[config.mk]
export PLATFORM = sky130hd
export DESIGN_NAME = serial_subtractor
export DESIGN_NICKNAME = d
export VERILOG_FILES = /design/src/rtl/serial_subtractor_pkg.sv /design/src/rtl/half_subtractor.sv /design/src/rtl/serial_subtractor.sv
export SDC_FILE = /design/constraint.sdc
export NUM_CORES = 1
export LEC_CHECK = 0
export ABC_AREA = 1
export CORE_AREA = 10 10 257 259
export CTS_CLUSTER_SIZE = 40
export DETAILED_ROUTE_END_ITERATION = 10
export DIE_AREA = 0 0 267 269
export GPL_TIMING_DRIVEN = 1
export PLACE_DENSITY = 0.71
export SYNTH_ARGS = -nofsm -noshare
export SYNTH_HDL_FRONTEND = slang
export SYNTH_SLANG_ARGS = --single-unit
[constraint.sdc]
create_clock -name i_clk -period 16.7 [get_ports i_clk]
set_input_delay 3.34 -clock i_clk [delete_from_list [all_inputs] [get_ports i_clk]]
set_output_delay 3.34 -clock i_clk [all_outputs]
set_load 0.01 [all_outputs]
[src/rtl/serial_subtractor_pkg.sv]
// Shared definitions for the multi-cycle arithmetic blocks.
//   state_e     : IDLE/RUN/DONE encoding used by the serial datapaths
//   num_digits  : digits per operation (N = width / digit)
//   cnt_width   : counter width for N digits, never narrower than 1 bit
package serial_subtractor_pkg;

  typedef enum logic [1:0] {
    S_IDLE = 2'b00,
    S_RUN  = 2'b01,
    S_DONE = 2'b10
  } state_e;

  function automatic int unsigned num_digits(input int unsigned width, input int unsigned digit);
    return width / digit;
  endfunction

  function automatic int unsigned cnt_width(input int unsigned n);
    return (n > 1) ? $clog2(n) : 1;
  endfunction

endpackage

[src/rtl/half_subtractor.sv]
// One-bit half subtractor: i_bit1 - i_bit2.
//   i_bit1   : minuend bit
//   i_bit2   : subtrahend bit
//   o_diff   : difference bit
//   o_borrow : borrow out (set when i_bit1 < i_bit2)
module half_subtractor (
  input  logic i_bit1,
  input  logic i_bit2,
  output logic o_diff,
  output logic o_borrow
);

  assign o_diff   = i_bit1 ^ i_bit2;
  assign o_borrow = ~i_bit1 & i_bit2;

endmodule

[src/rtl/serial_subtractor.sv]
// Digit-serial subtractor: D = A - B - bin over WIDTH bits, DIGIT bits per clock, LSB first.
//   i_clk, i_rst          : clock, asynchronous active-high reset
//   i_in_valid/o_in_ready : operand handshake (i_a, i_b, i_bin captured on accept)
//   i_out_ready/o_out_valid : result handshake
//   o_diff, o_bout, o_zero  : difference mod 2^WIDTH, final borrow, difference-is-zero
// Results are registered once per operation and held until the next one completes.
module serial_subtractor
  import serial_subtractor_pkg::*;
#(
  parameter int unsigned WIDTH = 128,
  parameter int unsigned DIGIT = 1
) (
  input  logic             i_clk,
  input  logic             i_rst,
  input  logic             i_in_valid,
  output logic             o_in_ready,
  input  logic [WIDTH-1:0] i_a,
  input  logic [WIDTH-1:0] i_b,
  input  logic             i_bin,
  output logic             o_out_valid,
  input  logic             i_out_ready,
  output logic [WIDTH-1:0] o_diff,
  output logic             o_bout,
  output logic             o_zero
);

  localparam int unsigned N  = num_digits(WIDTH, DIGIT);
  localparam int unsigned CW = cnt_width(N);
  localparam logic [CW-1:0] LAST = CW'(N - 1);

  state_e           state_q, state_d;
  logic [CW-1:0]    cnt_q, cnt_d;
  logic [WIDTH-1:0] a_q, a_d, b_q, b_d, res_q, res_d;
  logic             borrow_q, borrow_d;
  logic [WIDTH-1:0] diff_q, diff_d;
  logic             bout_q, bout_d, zero_q, zero_d;
  logic             in_ready_q, in_ready_d, out_valid_q, out_valid_d;

  // Borrow chain across the DIGIT bits handled this cycle.
  logic [DIGIT:0]   chain;
  logic [DIGIT-1:0] digit_diff;

  assign chain[0] = borrow_q;

  for (genvar k = 0; k < DIGIT; k++) begin : g_bit
    logic d1, br1, br2;
    half_subtractor u_hs_ab (
      .i_bit1  (a_q[k]),
      .i_bit2  (b_q[k]),
      .o_diff  (d1),
      .o_borrow(br1)
    );
    half_subtractor u_hs_bin (
      .i_bit1  (d1),
      .i_bit2  (chain[k]),
      .o_diff  (digit_diff[k]),
      .o_borrow(br2)
    );
    assign chain[k+1] = br1 | br2;
  end

  // New digit enters at the MSB end; after N shifts the first digit sits at bit 0.
  logic [WIDTH+DIGIT-1:0] res_wide;
  logic [WIDTH-1:0]       res_shift;
  assign res_wide  = {digit_diff, res_q};
  assign res_shift = res_wide[WIDTH+DIGIT-1:DIGIT];

  always_comb begin
    state_d  = state_q;
    cnt_d    = cnt_q;
    a_d      = a_q;
    b_d      = b_q;
    res_d    = res_q;
    borrow_d = borrow_q;
    diff_d   = diff_q;
    bout_d   = bout_q;
    zero_d   = zero_q;
    unique case (state_q)
      S_IDLE: begin
        // in_ready_q gates acceptance so nothing is taken on the first edge out of reset.
        if (in_ready_q && i_in_valid) begin
          a_d      = i_a;
          b_d      = i_b;
          borrow_d = i_bin;
          res_d    = '0;
          cnt_d    = '0;
          state_d  = S_RUN;
        end
      end
      S_RUN: begin
        a_d      = a_q >> DIGIT;
        b_d      = b_q >> DIGIT;
        borrow_d = chain[DIGIT];
        res_d    = res_shift;
        cnt_d    = cnt_q + CW'(1);
        if (cnt_q == LAST) begin
          cnt_d   = '0;
          diff_d  = res_shift;
          bout_d  = chain[DIGIT];
          zero_d  = (res_shift == '0);
          state_d = S_DONE;
        end
      end
      S_DONE: begin
        if (i_out_ready) state_d = S_IDLE;
      end
      default: state_d = S_IDLE;
    endcase
    in_ready_d  = (state_d == S_IDLE);
    out_valid_d = (state_d == S_DONE);
  end

  always_ff @(posedge i_clk or posedge i_rst) begin
    if (i_rst) begin
      state_q     <= S_IDLE;
      cnt_q       <= '0;
      a_q         <= '0;
      b_q         <= '0;
      res_q       <= '0;
      borrow_q    <= 1'b0;
      diff_q      <= '0;
      bout_q      <= 1'b0;
      zero_q      <= 1'b0;
      in_ready_q  <= 1'b0;
      out_valid_q <= 1'b0;
    end else begin
      state_q     <= state_d;
      cnt_q       <= cnt_d;
      a_q         <= a_d;
      b_q         <= b_d;
      res_q       <= res_d;
      borrow_q    <= borrow_d;
      diff_q      <= diff_d;
      bout_q      <= bout_d;
      zero_q      <= zero_d;
      in_ready_q  <= in_ready_d;
      out_valid_q <= out_valid_d;
    end
  end

  assign o_in_ready  = in_ready_q;
  assign o_out_valid = out_valid_q;
  assign o_diff      = diff_q;
  assign o_bout      = bout_q;
  assign o_zero      = zero_q;

endmodule

# Word level (Yosys, flattened, before mapping)
# Index checks and enable logic that the tools add are counted.
[totals]
elab_cells = 46
ff_bits = 526
[classes]
n_mux = 15
bitwise_logic = 7
eq_ne = 5
n_reduce_logical = 7
add_sub_neg = 1
[ops]
columns = ["operator", "n"]
rows = [
  ["one-hot mux 128 bit (2 select lines)", 3],
  ["2-to-1 mux 128 bit", 3],
  ["zero test 128 bit", 1],
  ["2-to-1 mux 7 bit", 2],
  ["one-hot mux 7 bit (2 select lines)", 1],
  ["adder 7 x 1 -> 7 bit, second input constant", 1],
  ["== test 7 bit, second input constant", 1],
  ["2-to-1 mux 2 bit", 3],
  ["one-hot mux 2 bit (3 select lines)", 1],
  ["== test 2 bit, second input constant", 2],
  ["zero test 2 bit", 2],
  ["AND reduction 2 bit", 2],
  ["AND 1 bit", 2],
  ["== test 2 x 1 -> 1 bit, second input constant", 1],
  ["inequality test 2 bit, second input constant", 1],
  ["NOT 1 bit", 2],
  ["one-hot mux 1 bit (2 select lines)", 1],
  ["nonzero test 2 bit", 1],
  ["XOR 1 bit", 2],
  ["logical AND 1 bit", 1],
  ["2-to-1 mux 1 bit", 1],
  ["bitwise OR 1 bit", 1],
]

# Logic depth before layout (Yosys ltp)
# Gate-level depths: netlist of the first run.
[logic_depth]
depth_word = 5
mapped_depth = 10
ltp_nobuf = 8

# Hierarchy
# A second synthesis of the first run with hierarchy kept.
[unflattened]
hier_cells = 2141
area_unflattened_um2 = 20495.9
[modules_own_cells]
columns = ["module", "seq_area_each_um2", "n_inst", "cells_per_inst", "area_per_inst_um2"]
rows = [
  ["serial_subtractor", 13137.6, 1, 2135, 20455.9],
  ["half_subtractor", 0.0, 2, 3, 20.0],
]

# Worst setup path before layout of the first run
# No wires, ideal clock.
[synth_path]
path_type = "input -> register"
startpoint = "in i_in_valid"
endpoint = "reg res_q[88]"
path_stages = 6
path_buffers = 3
t_required_ns = 16.567
arrival_ns = 4.089
slack_ns = 12.479
cell_sequence = "nand3_1 -> nand2_2 -> buf_2 -> buf_4 -> buf_2 -> o22ai_1"
[synth_between]
elab_chain_cells = 3
[synth_rtl]
columns = ["item", "line", "rtl"]
rows = [
  ["start, declared", "serial_subtractor.sv:15", "input logic i_in_valid,"],
  ["logical AND 1 bit", "serial_subtractor.sv:81", "if (in_ready_q && i_in_valid) begin"],
  ["inequality test 2 bit (no source line)", "-", ""],
  ["AND reduction 2 bit (no source line)", "-", ""],
  ["end signal, assigned", "serial_subtractor.sv:131", "res_q <= res_d;"],
  ["end, declared", "serial_subtractor.sv:33", "logic [WIDTH-1:0] a_q, a_d, b_q, b_d, res_q, res_d;"],
]
# No other way between the ends.
# A chain may end at the register's enable or synchronous reset.

# Worst setup path after layout of the first run
[layout_path]
startpoint = "in i_in_valid"
endpoint = "reg a_q[126]"
[layout_between]
elab_chain_cells = 3
[layout_rtl]
columns = ["item", "line", "rtl"]
rows = [
  ["logical AND 1 bit", "serial_subtractor.sv:81", ""],
  ["inequality test 2 bit (no source line)", "-", ""],
  ["AND reduction 2 bit (no source line)", "-", ""],
  ["end signal, assigned", "serial_subtractor.sv:117", "a_q <= '0;"],
  ["end signal, assigned", "serial_subtractor.sv:129", "a_q <= a_d;"],
  ["end, declared", "serial_subtractor.sv:33", ""],
]
# No other way between the ends.

==> run summary, run 1 <==
status: finished clean
crit-path leading delay family: buffers and inverters
R2R cell count: 8
syn_nets: 2667
Post-CTS Resized: 0
Synth cell types: 28
Initial Utilization: 36.7%
worst path arrival time: 6.76 ns
Seq/Total Area, Yosys: 58.7%
I/O Buffers: 392
layout cells sized above 1: 7.72%
Worst-path clk slew: 0.06 ns
final setup skew: 0.0486 ns
hold_buf cts: 0
Slew headroom: 27.9%
Die Span X: 267 µm
GPL Wtd Cong: 0.802
die height: 269 µm
R2R setup slack: 12.71 ns
Pins Over Slew Limit: 0
Post-Syn Area: 22400 µm²
count of state elements after synthesis: 525
Iteration-0 DRC Markers: 1310
Hold Startpoint: o_bout$_DFFE_PP0P_
CTS tree: yes
CP bufs+invs: 3
Cell Int Power: 3.08 mW
Clk Latency, worst-skew pair: 0.63 ns
# setup viols final: 0
GRT Util Overall: 15.8%
hold slack: 0.476 ns
clock tree buffer depth: 3
vias in the first global route: 16.9k
Layout area overhead: 27.7%
Synth warnings: 0
CTS Root Buffer Type: clkbuf_16
first-pass GRT wire length: 92.5 mm
Crit. End Element: flop
Worst Path Required: 17.21 ns
hold path depth: 2
Tcrit/Tclk final: 37.5%
final hold vios: 0
Final min period: 6.25 ns
sequential power share: 41.6%
Vias: 17.3k
Cells after Synth: 2404
WL final: 58.3 mm
Crit path largest cell delay: 0.90 ns
via/cell ratio: 4.88
# DRC: 0
RSZ-0062 raised after global routing: false
Critical-path top delay cell: buf_4
largest net degree at the start of global routing: 280
Net Sw Frac: 34.0%
layout net count: 2963
Clock Power Share: 28.7%
drt wl/cell: 16.4 µm
Fmax achieved: 160 MHz
Initial DRT Pass Iterations: 5
Max-cap violations: 0
Row Count: 91
Logic pwr share: 29.6%
Cell Pwr Density: 163 nW/µm²
post-route ant nets: 0
# Post-CTS Setup Buffers: 0
GRT Residual Overflow: 0
Net Switching: 1.59 mW
I/O pin count: 393
Worst Hold End: o_bout$_DFFE_PP0P_
Crit Path Class: in2reg
largest vdd supply drop: 105 µV
htree depth: 2
core area: 61000 µm²
crit path cell chain: clkdlybuf4s50_1 > nand3_1 > nand2_8 > buf_12 > buf_4 > o211ai_1 > o21ai_0
syn_area_per_cell: 9.31 µm²
clock sink count: 525
dpl hpwl: 39.6 mm
Least-Margin Pin Slew: 1.08 ns
crit start category: primary input
setup TNS: 0 ns
reg2reg start: state_q[1]$_DFF_PP0_
initial antenna violation count: 15
reg2reg end: a_q[122]$_DFFE_PP0P_
Die ar.: 71800 µm²
worst min path class: reg2reg
CP max FO: 279
leakage dissipation: 12.9 nW
total CTS buffers: 56
[power by group through the flow]
stage	sequential (mW)	combinational [mW]	clock, mW
6_report	1.94	1.39	1.34
5_1_grt	2.00	1.61	1.43
4_1_cts	1.95	1.40	1.38
3_5_place_dp	1.96	1.39	0
3_3_place_gp	1.95	1.35	0
2_1_floorplan	1.92	1.08	0
[per-stage QoR]
step                      utilization [%]  area, µm²  setup slack, ns  total power, mW  instances
after global placement               43.5      26500             9.77             3.30       3432
after global routing                 46.8      28600            10.01             5.04       3545
final                                46.8      28600            10.45             4.67       3545
after CTS                            46.8      28600            10.36             4.72       3535
after floorplan                         -      22400             6.23             3.00       2404
after detailed placement             43.5      26500             9.71             3.35       3432
[cell usage after synthesis]
library cell / n / area, µm²
buf_4: 2 / 15.0
nand2_2: 3 / 18.8
nand4_1: 5 / 31.3
xor2_1: 1 / 8.76
nor2_1: 206 / 773
nand3_1: 14 / 70.1
a22oi_1: 1 / 7.51
dfrtp_1: 525 / 13100
nand2_1: 556 / 2090
nor3_1: 1 / 5.00
o211ai_1: 127 / 953
o21ai_2: 90 / 788
buf_2: 103 / 515
ha_1: 1 / 12.5
inv_2: 3 / 11.3
clkbuf_1: 39 / 146
o21bai_1: 1 / 7.51
a31oi_1: 128 / 801
buf_1: 2 / 7.51
a21oi_1: 1 / 5.00
o21ai_0: 129 / 646
buf_6: 24 / 270
nor2_4: 2 / 22.5
o22ai_1: 128 / 801
o21ai_1: 43 / 215
nand3_2: 1 / 10.0
fa_1: 1 / 20.0
inv_1: 267 / 1000
[layout by cell type, fill, tap and decap left out, types with 2 or more instances in the layout]
| cell | Yosys | final |
|---|---|---|
| nor2_1 | 206 | 206 |
| clkinv_16 | 0 | 2 |
| nand4_1 | 5 | 5 |
| a31oi_1 | 128 | 128 |
| diode_2 | 0 | 10 |
| buf_12 | 0 | 2 |
| bufinv_16 | 0 | 9 |
| o21ai_2 | 90 | 90 |
| buf_4 | 2 | 14 |
| inv_1 | 267 | 266 |
| dfrtp_1 | 525 | 525 |
| clkbuf_1 | 39 | 7 |
| o21ai_0 | 129 | 129 |
| nand2_1 | 556 | 556 |
| clkinvlp_4 | 0 | 3 |
| clkdlybuf4s50_1 | 0 | 392 |
| o22ai_1 | 128 | 128 |
| clkbuf_16 | 0 | 56 |
| nand2_8 | 0 | 2 |
| nor2_4 | 2 | 2 |
| o21ai_1 | 43 | 43 |
| clkinv_2 | 0 | 13 |
| nand3_1 | 14 | 14 |
| inv_8 | 0 | 4 |
| o211ai_1 | 127 | 127 |
| clkbuf_8 | 0 | 9 |
[tightest hold or removal path: stages, from the launching register on]
cell     delay, ns
dfrtp_1       0.34
nand2_1       0.06
nand2_1       0.05
[worst max-delay path by stage]
stage / slack [ns] / startpoint / cells after the start / endpoint
global route: 10.01 / i_in_valid / 7 / a_q[2]$_DFFE_PP0P_
global placement: 9.77 / i_in_valid / 7 / a_q[3]$_DFFE_PP0P_
finish: 10.45 / i_in_valid / 7 / a_q[126]$_DFFE_PP0P_
floorplan: 6.23 / i_rst / 1 / a_q[0]$_DFFE_PP0P_
CTS: 10.36 / i_in_valid / 7 / a_q[1]$_DFFE_PP0P_
detailed placement: 9.71 / i_in_valid / 7 / a_q[1]$_DFFE_PP0P_
[layer usage]
| layer | GRT usage, % | up-vias | wire (µm) |
|---|---|---|---|
| met4 | 5.37 | 8 | 1240 |
| met5 | 0 | - | 66 |
| li1 | - | 8559 | - |
| met3 | 4.15 | 87 | 3620 |
| met1 | 20.7 | 8292 | 25300 |
| met2 | 25.1 | 359 | 28000 |
[sequential cells by signal, summed over array words and instances (netlist names)]
register / count
cnt_q: 7
o_out_valid: 1
borrow_q: 1
o_in_ready: 1
a_q: 128
o_bout: 1
o_diff: 128
b_q: 128
res_q: 127
o_zero: 1
state_q: 2
[cell type report]
class / instances / area, µm²
Fill cell: 5739 / 32400
Sequential cell: 525 / 13100
Multi-Input combinational cell: 1439 / 7310
Timing Repair Buffer: 408 / 4070
Clock buffer: 72 / 1550
Inverter: 270 / 1030
Tap cell: 790 / 988
Clock inverter: 31 / 470
Antenna cell: 10 / 25.0
[kinds of logic (layout without fill, tap and decap cells)]
logic type / after synthesis / count (layout) / synth area share, %
buffers and inverters: 440 / 781 / 8.79
AOI/OAI and AO/OA: 648 / 648 / 18.9
and+or+nand+nor: 788 / 788 / 13.5
DFF: 525 / 525 / 58.7
xor gates and xnor gates: 1 / 1 / 0.0391
adders and majority gates: 2 / 2 / 0.145
other: 0 / 10 / 0
No activity file was read; power rests on OpenSTA's default activity.
==> inputs of run 2 (changes only) <==
--- a/config.mk
+++ b/config.mk
@@ -11,7 +11,7 @@
 export DETAILED_ROUTE_END_ITERATION = 10
 export DIE_AREA = 0 0 267 269
 export GPL_TIMING_DRIVEN = 1
-export PLACE_DENSITY = 0.71
+export PLACE_DENSITY = 0.69
 export SYNTH_ARGS = -nofsm -noshare
 export SYNTH_HDL_FRONTEND = slang
 export SYNTH_SLANG_ARGS = --single-unit
==> constraint.sdc (replaced) <==
create_clock -name i_clk -period 6.15 [get_ports i_clk]
set_input_delay 1.23 -clock i_clk [delete_from_list [all_inputs] [get_ports i_clk]]
set_output_delay 1.23 -clock i_clk [all_outputs]
set_load 0.01 [all_outputs]
==> run 2 against run 1 <==
Total power grew to 2.7 times the previous value. Core utilization rose by 0.24 points. Via count rose by 2.1%. Non-clock buffer count up 6. Cell count rose by 0.20%. Global-route usage rose by 0.21 points. Sequential share of layout area down 0.23 points.
==> run summary, run 2 (synthesized netlist as in run 1, its figures left out) <==
die height: 269 µm
Clock Power Share: 28.6%
Cell Pwr Density: 444 nW/µm²
Max-cap violations: 0
setup TNS: 0 ns
leakage dissipation: 12.9 nW
worst path arrival time: 3.80 ns
Layout fillers: 5594
Initial DRT Pass Iterations: 5
Multi-input gate area: 7310 µm²
I/O Buffers: 392
initial antenna violation count: 11
status: finished clean
CTS tree: yes
Net Sw Frac: 33.8%
# DRC: 0
I/O pin count: 393
hold_buf cts: 0
Post-CTS Resized: 0
Crit. End Element: flop
Cells after DPL: 3438
commonest non-fill, non-tap cells in the layout: nand2_1, dfrtp_1, clkdlybuf4s50_1, inv_1, nor2_1
DP Area: 26700 µm²
GRT Residual Overflow: 0
post-route ant nets: 0
Reg area: 13100 µm²
WL final: 59.1 mm
Die ar.: 71800 µm²
Initial Utilization: 36.7%
met2 WL post-DR: 28.8 mm
# Post-CTS Setup Buffers: 0
Clk Latency, worst-skew pair: 0.61 ns
Tcrit/Tclk final: 54.0%
Worst-path clk slew: 0.06 ns
CTS Root Buffer Type: clkbuf_16
largest net degree at the start of global routing: 160
Die Span X: 267 µm
layout cells sized above 1: 7.78%
uppermost layer routed: met5
clock tree buffer depth: 3
htree depth: 2
met3 wire length: 3.55 mm
Final min period: 3.32 ns
Row Count: 91
via/cell ratio: 4.98
Pins Over Slew Limit: 0
Layout area overhead: 28.3%
final setup skew: 0.0196 ns
RSZ-0062 raised after global routing: false
Net Switching: 4.31 mW
Vias: 17.7k
wl on met1: 25.2 mm
Fmax achieved: 301 MHz
final hold vios: 0
Worst Path Required: 6.62 ns
vias in the first global route: 18.0k
non-filler cells, final: 3552
layout net count: 2969
CP max FO: 159
dpl hpwl: 41.0 mm
core area: 61000 µm²
Iteration-0 DRC Markers: 1350
first-pass GRT wire length: 94.3 mm
GRT Util Overall: 16.0%
commonest non-fill, non-tap cell in the layout: nand2_1
# setup viols final: 0
Least-Margin Pin Slew: 1.27 ns
Logic pwr share: 29.8%
Cell Int Power: 8.44 mW
clock sink count: 525
Pwr Total: 12.7 mW
crit start category: flop
largest vdd supply drop: 288 µV
GPL Wtd Cong: 0.811
drt wl/cell: 16.6 µm
final cell area excluding filler cells: 28700 µm²
Slew headroom: 15.2%
total CTS buffers: 56
Crit Path Class: reg2reg
worst min path class: reg2reg
sequential power share: 41.6%
-- run 2: metrics by stage --
| step | hold slack [ns] | setup slack (ns) | utilization (%) |
|---|---|---|---|
| floorplan | 0.449 | -2.21 | - |
| global placement | 0.466 | 2.76 | 43.7 |
| detailed placement | 0.464 | 2.64 | 43.7 |
| CTS | 0.480 | 2.81 | 47.0 |
| global route | 0.503 | 2.49 | 47.1 |
| finish | 0.477 | 2.83 | 47.1 |
-- run 2: power by group through the flow --
stage | Clock, mW | Sequential [mW] | Combinational [mW]
detailed placement | 0 | 5.35 | 3.81
finish | 3.65 | 5.30 | 3.79
CTS | 3.74 | 5.31 | 3.84
global placement | 0 | 5.29 | 3.66
global route | 3.89 | 5.45 | 4.37
floorplan | 0 | 5.21 | 2.94
-- run 2: worst max-delay path: stages (launching register included) --
cell and delay, ns:
dfrtp_1 0.37, inv_2 0.15, nand2_8 0.38, inv_8 0.94, buf_4 0.65, nand2_1 0.12, o211ai_1 0.11, o21ai_0 0.10
-- run 2: routing by layer --
| layer | up-vias | track usage (%) |
|---|---|---|
| li1 | 8572 | - |
| met1 | 8571 | 20.4 |
| met2 | 435 | 26.5 |
| met3 | 96 | 3.67 |
| met4 | 2 | 5.67 |
| met5 | - | 0 |
-- run 2: cell type report --
class | count | share of cell area (%)
Inverter | 270 | 3.59
Multi-Input combinational cell | 1439 | 25.4
Clock inverter | 27 | 1.62
Tap cell | 790 | 3.44
Clock buffer | 76 | 5.45
Sequential cell | 525 | 45.7
Antenna cell | 11 | 0.0958
Timing Repair Buffer | 414 | 14.6
-- run 2: path summary, 6_finish.rpt --
kind	from	to	slack [ns]	depth (start not counted)
min in group asynchronous	i_rst	res_q[116]$_DFFE_PP0P_	1.10	2
worst min register to register	o_bout$_DFFE_PP0P_	o_bout$_DFFE_PP0P_	0.48	2
max in group asynchronous	i_rst	state_q[0]$_DFF_PP0_	3.66	3
worst max-delay path	state_q[1]$_DFF_PP0_	a_q[122]$_DFFE_PP0P_	2.83	7
worst max register to register	state_q[1]$_DFF_PP0_	a_q[122]$_DFFE_PP0P_	2.83	7
worst min-delay path	o_bout$_DFFE_PP0P_	o_bout$_DFFE_PP0P_	0.48	2
